$ cat config.mk
export PLATFORM = sky130hd
export DESIGN_NAME = alu_arbiter_flat
export DESIGN_NICKNAME = d
export VERILOG_FILES = /design/src/rtl/alu_arbiter_if.sv /design/src/rtl/alu_arbiter.sv /design/src/flat_wrapper.sv
export SDC_FILE = /design/constraint.sdc
export NUM_CORES = 1
export LEC_CHECK = 0
export CAP_MARGIN = 25
export CORE_AREA = 5 5 127 129
export DETAILED_ROUTE_END_ITERATION = 7
export DIE_AREA = 0 0 132 134
export PLACE_DENSITY = 0.9
export SETUP_SLACK_MARGIN = 0.02
export SLEW_MARGIN = 40
export SYNTH_ARGS = -nofsm -noshare
export SYNTH_HDL_FRONTEND = slang
export SYNTH_SLANG_ARGS = --single-unit
$ cat constraint.sdc
create_clock -name clk -period 4.69 [get_ports clk]
set_clock_uncertainty 0.05 [all_clocks]
set_input_delay 0.938 -clock clk [delete_from_list [all_inputs] [get_ports clk]]
set_output_delay 0.938 -clock clk [all_outputs]
set_load 0.01 [all_outputs]
$ cat src/rtl/alu_arbiter_if.sv
// alu_arbiter_if: bundles the two requester channels and the shared ALU port
// of alu_arbiter.
//   req0/req1 : valid/ready request channel carrying a 3-bit opcode and
//               two WIDTH-bit operands
//   rsp0/rsp1 : valid/ready response channel returning result, zero, err
//   alu_*     : operands and one-hot select to the combinational ALU,
//               with its result and zero flag coming back
// The slave modport is the arbiter's view; the master modport is the view of
// the requesters plus the ALU.
interface alu_arbiter_if #(
  parameter int WIDTH = 32
);
  logic             req0_valid;
  logic             req0_ready;
  logic [2:0]       req0_op;
  logic [WIDTH-1:0] req0_a;
  logic [WIDTH-1:0] req0_b;
  logic             req1_valid;
  logic             req1_ready;
  logic [2:0]       req1_op;
  logic [WIDTH-1:0] req1_a;
  logic [WIDTH-1:0] req1_b;

  logic             rsp0_valid;
  logic             rsp0_ready;
  logic [WIDTH-1:0] rsp0_result;
  logic             rsp0_zero;
  logic             rsp0_err;
  logic             rsp1_valid;
  logic             rsp1_ready;
  logic [WIDTH-1:0] rsp1_result;
  logic             rsp1_zero;
  logic             rsp1_err;

  logic [WIDTH-1:0] alu_operand_a;
  logic [WIDTH-1:0] alu_operand_b;
  logic             alu_sel_add;
  logic             alu_sel_sub;
  logic             alu_sel_and;
  logic             alu_sel_or;
  logic             alu_sel_slt;
  logic [WIDTH-1:0] alu_result;
  logic             alu_zero_flag;

  modport slave (
    input  req0_valid, req0_op, req0_a, req0_b,
    input  req1_valid, req1_op, req1_a, req1_b,
    output req0_ready, req1_ready,
    output rsp0_valid, rsp0_result, rsp0_zero, rsp0_err,
    output rsp1_valid, rsp1_result, rsp1_zero, rsp1_err,
    input  rsp0_ready, rsp1_ready,
    output alu_operand_a, alu_operand_b,
    output alu_sel_add, alu_sel_sub, alu_sel_and, alu_sel_or, alu_sel_slt,
    input  alu_result, alu_zero_flag
  );

  modport master (
    output req0_valid, req0_op, req0_a, req0_b,
    output req1_valid, req1_op, req1_a, req1_b,
    input  req0_ready, req1_ready,
    input  rsp0_valid, rsp0_result, rsp0_zero, rsp0_err,
    input  rsp1_valid, rsp1_result, rsp1_zero, rsp1_err,
    output rsp0_ready, rsp1_ready,
    input  alu_operand_a, alu_operand_b,
    input  alu_sel_add, alu_sel_sub, alu_sel_and, alu_sel_or, alu_sel_slt,
    output alu_result, alu_zero_flag
  );
endinterface

$ cat src/rtl/alu_arbiter.sv
// alu_arbiter: shares one combinational ALU between two requesters with
// round-robin arbitration. One transaction is in flight at a time:
// IDLE (arbitrate + latch) -> EXEC (drive ALU, capture) -> RESP (hold until
// the owner accepts).
// Ports:
//   clk  : clock, rising edge
//   rst  : asynchronous active-high reset
//   bus  : alu_arbiter_if.slave, request/response channels and ALU port
//   busy : high whenever the FSM is not in IDLE
module alu_arbiter #(
  parameter int WIDTH = 32
) (
  input  logic          clk,
  input  logic          rst,
  alu_arbiter_if.slave  bus,
  output logic          busy
);

  typedef enum logic [1:0] {IDLE, EXEC, RESP} state_t;

  state_t           state, state_nxt;
  logic             owner;
  logic             ptr;
  logic [2:0]       op_p0;
  logic [WIDTH-1:0] a_p0;
  logic [WIDTH-1:0] b_p0;
  logic [WIDTH-1:0] result_p1;
  logic             zero_p1;
  logic             err_p1;
  logic             grant0, grant1;
  logic             rsp_hs;
  logic [4:0]       sel;

  // One-hot select {slt, or, and, sub, add}; illegal opcodes select nothing.
  function automatic logic [4:0] op_decode(input logic [2:0] op);
    case (op)
      3'd0:    op_decode = 5'b00001;
      3'd1:    op_decode = 5'b00010;
      3'd2:    op_decode = 5'b00100;
      3'd3:    op_decode = 5'b01000;
      3'd4:    op_decode = 5'b10000;
      default: op_decode = 5'b00000;
    endcase
  endfunction

  function automatic logic op_legal(input logic [2:0] op);
    op_legal = (op <= 3'd4);
  endfunction

  // On a tie the pointer picks the winner; a lone valid always wins.
  always_comb begin
    grant0 = bus.req0_valid & (~bus.req1_valid | ~ptr);
    grant1 = bus.req1_valid & (~bus.req0_valid |  ptr);
    rsp_hs = (state == RESP) & (owner ? bus.rsp1_ready : bus.rsp0_ready);
  end

  always_ff @(posedge clk or posedge rst) begin
    if (rst) state <= IDLE;
    else     state <= state_nxt;
  end

  always_comb begin
    state_nxt         = state;
    bus.req0_ready    = 1'b0;
    bus.req1_ready    = 1'b0;
    bus.alu_operand_a = '0;
    bus.alu_operand_b = '0;
    sel               = 5'b00000;
    case (state)
      IDLE: begin
        // Gated by rst so every output reads 0 while reset is held.
        bus.req0_ready = grant0 & ~rst;
        bus.req1_ready = grant1 & ~rst;
        if (grant0 | grant1) state_nxt = EXEC;
      end
      EXEC: begin
        bus.alu_operand_a = a_p0;
        bus.alu_operand_b = b_p0;
        sel               = op_decode(op_p0);
        state_nxt         = RESP;
      end
      RESP: begin
        if (rsp_hs) state_nxt = IDLE;
      end
      default: state_nxt = IDLE;
    endcase
  end

  always_comb begin
    bus.alu_sel_add = sel[0];
    bus.alu_sel_sub = sel[1];
    bus.alu_sel_and = sel[2];
    bus.alu_sel_or  = sel[3];
    bus.alu_sel_slt = sel[4];
    busy            = (state != IDLE);
    bus.rsp0_valid  = (state == RESP) & ~owner;
    bus.rsp1_valid  = (state == RESP) &  owner;
    bus.rsp0_result = bus.rsp0_valid ? result_p1 : '0;
    bus.rsp0_zero   = bus.rsp0_valid & zero_p1;
    bus.rsp0_err    = bus.rsp0_valid & err_p1;
    bus.rsp1_result = bus.rsp1_valid ? result_p1 : '0;
    bus.rsp1_zero   = bus.rsp1_valid & zero_p1;
    bus.rsp1_err    = bus.rsp1_valid & err_p1;
  end

  // Stage p0: request latched at the IDLE handshake edge.
  always_ff @(posedge clk or posedge rst) begin
    if (rst) begin
      owner <= 1'b0;
      op_p0 <= '0;
      a_p0  <= '0;
      b_p0  <= '0;
    end else if (state == IDLE && (grant0 | grant1)) begin
      owner <= grant1;
      op_p0 <= grant1 ? bus.req1_op : bus.req0_op;
      a_p0  <= grant1 ? bus.req1_a  : bus.req0_a;
      b_p0  <= grant1 ? bus.req1_b  : bus.req0_b;
    end
  end

  // Stage p1: ALU result captured at the end of EXEC.
  always_ff @(posedge clk or posedge rst) begin
    if (rst) begin
      result_p1 <= '0;
      zero_p1   <= 1'b0;
      err_p1    <= 1'b0;
    end else if (state == EXEC) begin
      if (op_legal(op_p0)) begin
        result_p1 <= bus.alu_result;
        zero_p1   <= bus.alu_zero_flag;
        err_p1    <= 1'b0;
      end else begin
        result_p1 <= '0;
        zero_p1   <= 1'b1;
        err_p1    <= 1'b1;
      end
    end
  end

  // The pointer hands the next tie to whoever was not just served.
  always_ff @(posedge clk or posedge rst) begin
    if (rst)         ptr <= 1'b0;
    else if (rsp_hs) ptr <= ~owner;
  end

endmodule

$ cat src/flat_wrapper.sv
// flat-port wrapper written by rule: the top's interface ports become plain ports
module alu_arbiter_flat 
#(
  parameter int WIDTH = 32
)
  (clk, rst, busy, bus_req0_valid, bus_req0_op, bus_req0_a, bus_req0_b, bus_req1_valid, bus_req1_op, bus_req1_a, bus_req1_b, bus_req0_ready, bus_req1_ready, bus_rsp0_valid, bus_rsp0_result, bus_rsp0_zero, bus_rsp0_err, bus_rsp1_valid, bus_rsp1_result, bus_rsp1_zero, bus_rsp1_err, bus_rsp0_ready, bus_rsp1_ready, bus_alu_operand_a, bus_alu_operand_b, bus_alu_sel_add, bus_alu_sel_sub, bus_alu_sel_and, bus_alu_sel_or, bus_alu_sel_slt, bus_alu_result, bus_alu_zero_flag);
  alu_arbiter_if #(.WIDTH(WIDTH)) bus_i ();
  input  logic clk;
  input  logic rst;
  output logic busy;
  input wire logic [$bits(bus_i.req0_valid)-1:0] bus_req0_valid;
  input wire logic [$bits(bus_i.req0_op)-1:0] bus_req0_op;
  input wire logic [$bits(bus_i.req0_a)-1:0] bus_req0_a;
  input wire logic [$bits(bus_i.req0_b)-1:0] bus_req0_b;
  input wire logic [$bits(bus_i.req1_valid)-1:0] bus_req1_valid;
  input wire logic [$bits(bus_i.req1_op)-1:0] bus_req1_op;
  input wire logic [$bits(bus_i.req1_a)-1:0] bus_req1_a;
  input wire logic [$bits(bus_i.req1_b)-1:0] bus_req1_b;
  output wire logic [$bits(bus_i.req0_ready)-1:0] bus_req0_ready;
  output wire logic [$bits(bus_i.req1_ready)-1:0] bus_req1_ready;
  output wire logic [$bits(bus_i.rsp0_valid)-1:0] bus_rsp0_valid;
  output wire logic [$bits(bus_i.rsp0_result)-1:0] bus_rsp0_result;
  output wire logic [$bits(bus_i.rsp0_zero)-1:0] bus_rsp0_zero;
  output wire logic [$bits(bus_i.rsp0_err)-1:0] bus_rsp0_err;
  output wire logic [$bits(bus_i.rsp1_valid)-1:0] bus_rsp1_valid;
  output wire logic [$bits(bus_i.rsp1_result)-1:0] bus_rsp1_result;
  output wire logic [$bits(bus_i.rsp1_zero)-1:0] bus_rsp1_zero;
  output wire logic [$bits(bus_i.rsp1_err)-1:0] bus_rsp1_err;
  input wire logic [$bits(bus_i.rsp0_ready)-1:0] bus_rsp0_ready;
  input wire logic [$bits(bus_i.rsp1_ready)-1:0] bus_rsp1_ready;
  output wire logic [$bits(bus_i.alu_operand_a)-1:0] bus_alu_operand_a;
  output wire logic [$bits(bus_i.alu_operand_b)-1:0] bus_alu_operand_b;
  output wire logic [$bits(bus_i.alu_sel_add)-1:0] bus_alu_sel_add;
  output wire logic [$bits(bus_i.alu_sel_sub)-1:0] bus_alu_sel_sub;
  output wire logic [$bits(bus_i.alu_sel_and)-1:0] bus_alu_sel_and;
  output wire logic [$bits(bus_i.alu_sel_or)-1:0] bus_alu_sel_or;
  output wire logic [$bits(bus_i.alu_sel_slt)-1:0] bus_alu_sel_slt;
  input wire logic [$bits(bus_i.alu_result)-1:0] bus_alu_result;
  input wire logic [$bits(bus_i.alu_zero_flag)-1:0] bus_alu_zero_flag;
  assign bus_i.req0_valid = bus_req0_valid;
  assign bus_i.req0_op = bus_req0_op;
  assign bus_i.req0_a = bus_req0_a;
  assign bus_i.req0_b = bus_req0_b;
  assign bus_i.req1_valid = bus_req1_valid;
  assign bus_i.req1_op = bus_req1_op;
  assign bus_i.req1_a = bus_req1_a;
  assign bus_i.req1_b = bus_req1_b;
  assign bus_req0_ready = bus_i.req0_ready;
  assign bus_req1_ready = bus_i.req1_ready;
  assign bus_rsp0_valid = bus_i.rsp0_valid;
  assign bus_rsp0_result = bus_i.rsp0_result;
  assign bus_rsp0_zero = bus_i.rsp0_zero;
  assign bus_rsp0_err = bus_i.rsp0_err;
  assign bus_rsp1_valid = bus_i.rsp1_valid;
  assign bus_rsp1_result = bus_i.rsp1_result;
  assign bus_rsp1_zero = bus_i.rsp1_zero;
  assign bus_rsp1_err = bus_i.rsp1_err;
  assign bus_i.rsp0_ready = bus_rsp0_ready;
  assign bus_i.rsp1_ready = bus_rsp1_ready;
  assign bus_alu_operand_a = bus_i.alu_operand_a;
  assign bus_alu_operand_b = bus_i.alu_operand_b;
  assign bus_alu_sel_add = bus_i.alu_sel_add;
  assign bus_alu_sel_sub = bus_i.alu_sel_sub;
  assign bus_alu_sel_and = bus_i.alu_sel_and;
  assign bus_alu_sel_or = bus_i.alu_sel_or;
  assign bus_alu_sel_slt = bus_i.alu_sel_slt;
  assign bus_i.alu_result = bus_alu_result;
  assign bus_i.alu_zero_flag = bus_alu_zero_flag;
  alu_arbiter #(.WIDTH(WIDTH)) u_core (.clk(clk), .rst(rst), .bus(bus_i), .busy(busy));
endmodule
==> run summary <==
Syn Inst Count = 649
post-synth top area share = 44.9%
Crit path largest cell delay = 0.64 ns
ANT nets after route = 0
#FFs+latches synth = 105
total clock buffers created by CTS = 9
H-tree Lvls = 3
fmax = 0.275 GHz
drt total wl = 21000 µm
Die X = 132 µm
WP data arrival = 2.65 ns
fin crit share = 77.6%
commonest cells after routing, fill and taps aside = clkdlybuf4s50_1 (313), and2_1 (132), dfrtp_1 (105)
post-route minimum period = 3.64 ns
post-CTS sizing = 0
CP max-delay cell = clkdlybuf4s50_1
static leakage = 3.62 nW
final setup fails = 0
FFs w/ async S/R, synth = 100%
Slew @ Worst Pin = 0.801 ns
Die H = 134 µm
largest net degree at the start of global routing = 69
gpl congestion = 0.811
Logic pwr share = 50.8%
data required time of the critical path = 3.70 ns
Die ar. = 17700 µm²
Clk Tree Root Cell = clkbuf_16
headroom to the max-slew limit = 46.6%
critical path capture point type = primary output
routed vias = 6134
final max-slew violation count = 0
VDD IR-drop max = 0.243 mV
starting density of the core = 39.2%
initial drt markers = 347
mean post-synth cell area = 9.02 µm²
worst-case clock buffer depth = 2
Sw Share = 38.0%
RSZ-0062 raised after global routing = no
Synth warnings = 0
filler instances = 1247
TNS Setup = 0 ns
DRC viols = 0
switching power = 1.84 mW
core area = 14900 µm²
clk_lat worst skew = 0.34 ns
final hold vios = 0
Yosys top cell by area = dfrtp_1
router iterations before antenna repair = 5
Tot Pwr = 4.85 mW
vias in the first global route = 6015
drt wl/cell = 19.0 µm
global-route wire length before repair = 32400 µm
worst path bufs/invs = 2
ranking of synthesized cells by area = dfrtp_1 (45%), and2_1 (14%), a31oi_1 (7.3%)
syn nets = 822
Ant. Diodes = 0
Reg clk slew, reported paths = 0.07 ns
Std-Cell Rows = 45
CTS tree = done
GRT Util Overall = 22.5%
final-stage net count = 1087
Worst Path Max Fanout = 5
CP startpoint kind = primary input
clk sinks = 105
antenna violations before repair = 1
Reg power frac = 32.9%
total I/O pin count = 315
Synth cell types = 33
Synth-to-Final Area Change = 58.4%
total gr overflow = 0
cell family with most CP delay = buffers and inverters
proportion of layout cells with a drive suffix above 1 = 5.66%
cts-stage hold buffer count = 0
CP Class = in2out
# port buffers = 314
register area share after synthesis = 44.9%
setup bufs post-CTS = 0
most common cell after layout, fill and taps aside = clkdlybuf4s50_1
Post-synth EDFFs = 0
Worst path most repeated cell = clkdlybuf4s50_1
Syn Std Cell Area = 5850 µm²
max_cap viols = 0
Via density = 5.54
Clk pwr share = 16.3%
Internal Power = 3.01 mW
PD cells = 523 nW/µm²
status = completed
CP Cell Sequence = clkdlybuf4s50_1 > and2b_2 > nor4_1 > clkdlybuf4s50_1
Most used DFF post-synth = dfrtp_1
Final HPWL DP = 15000 µm
Hold Crit Class = reg2reg
## power groups by stage
stage	Combinational (mW)	Clock, mW	Sequential, mW
6_report	2.46	0.792	1.59
5_1_grt	2.68	0.849	1.64
4_1_cts	2.46	0.815	1.59
3_5_place_dp	2.46	0	1.61
3_3_place_gp	2.41	0	1.58
2_1_floorplan	1.48	0	1.52
## cell usage after synthesis, types with 3 or more instances
cell type / n
clkbuf_1: 21
o21ai_0: 69
and2_1: 132
dfrtp_1: 105
buf_4: 13
nand3_1: 67
buf_6: 7
inv_1: 6
buf_2: 25
a31oi_1: 68
a21oi_1: 59
nor2_1: 5
a21oi_2: 10
clkbuf_2: 3
a22o_1: 32
buf_1: 3
## metal layers
layer / wire length, µm / global-route usage (%)
met1: 8090 / 27.2
met2: 10500 / 38.8
met3: 1650 / 5.59
met4: 770 / 8.69
met5: 20 / 0
## layout make-up
class	instances	area, µm²	share of cell area (%)
Multi-Input combinational cell	465	2810	30.3
Sequential cell	105	2630	28.3
Inverter	7	28.8	0.310
Clock buffer	11	253	2.73
Tap cell	188	235	2.54
Timing Repair Buffer	326	3250	35.1
Clock inverter	5	60.1	0.648
## worst reg2reg max path: cells and delay by family, from the launching register on
| family | cells | cell delay, ns |
|---|---|---|
| and+or+nand+nor | 2 | 0.63 |
| DFF | 1 | 0.48 |
| AOI/OAI and AO/OA | 1 | 0.21 |
| buffers and inverters | 2 | 0.71 |
## flip-flops by register name (all words and copies together) (netlist names)
signal / count
u_core.ptr: 1
u_core.err_p1: 1
u_core.op_p0: 3
u_core.zero_p1: 1
u_core.result_p1: 32
u_core.b_p0: 32
u_core.a_p0: 32
u_core.state: 2
u_core.owner: 1
## per-stage QoR
step | instance area [µm²] | utilization [%] | setup slack [ns] | hold WS (ns) | instances
4_1_cts | 9240 | 61.9 | 1.00 | 0.475 | 1106
3_5_place_dp | 8920 | 59.8 | 1.05 | 0.457 | 1090
3_3_place_gp | 8910 | 59.7 | 1.14 | 0.447 | 1090
5_1_grt | 9270 | 62.1 | 0.879 | 0.488 | 1107
2_1_floorplan | 5850 | - | 0.0464 | 0.422 | 649
6_report | 9270 | 62.1 | 1.05 | 0.467 | 1107
## cell families after synthesis
kind of cell / share of synthesized area, %
and+or+nand+nor: 22.6
AOI/OAI and AO/OA: 25.1
DFF: 44.9
buffers and inverters: 7.40
## final timing paths
kind                                      from             endpoint  slack [ns]  cells past startpoint
setup / recovery                bus_req0_valid       bus_req1_ready        1.05                      4
hold / removal             u_core.result_p1[8]  u_core.result_p1[8]        0.47                      1
max in group asynchronous                  rst       u_core.a_p0[2]        2.53                      4
min in group asynchronous                  rst       u_core.a_p0[4]        1.11                      3
setup reg to reg               u_core.state[1]      u_core.b_p0[30]        2.45                      5
hold reg to reg            u_core.result_p1[8]  u_core.result_p1[8]        0.47                      1
Note: power is estimated with default switching activity, not from simulation.
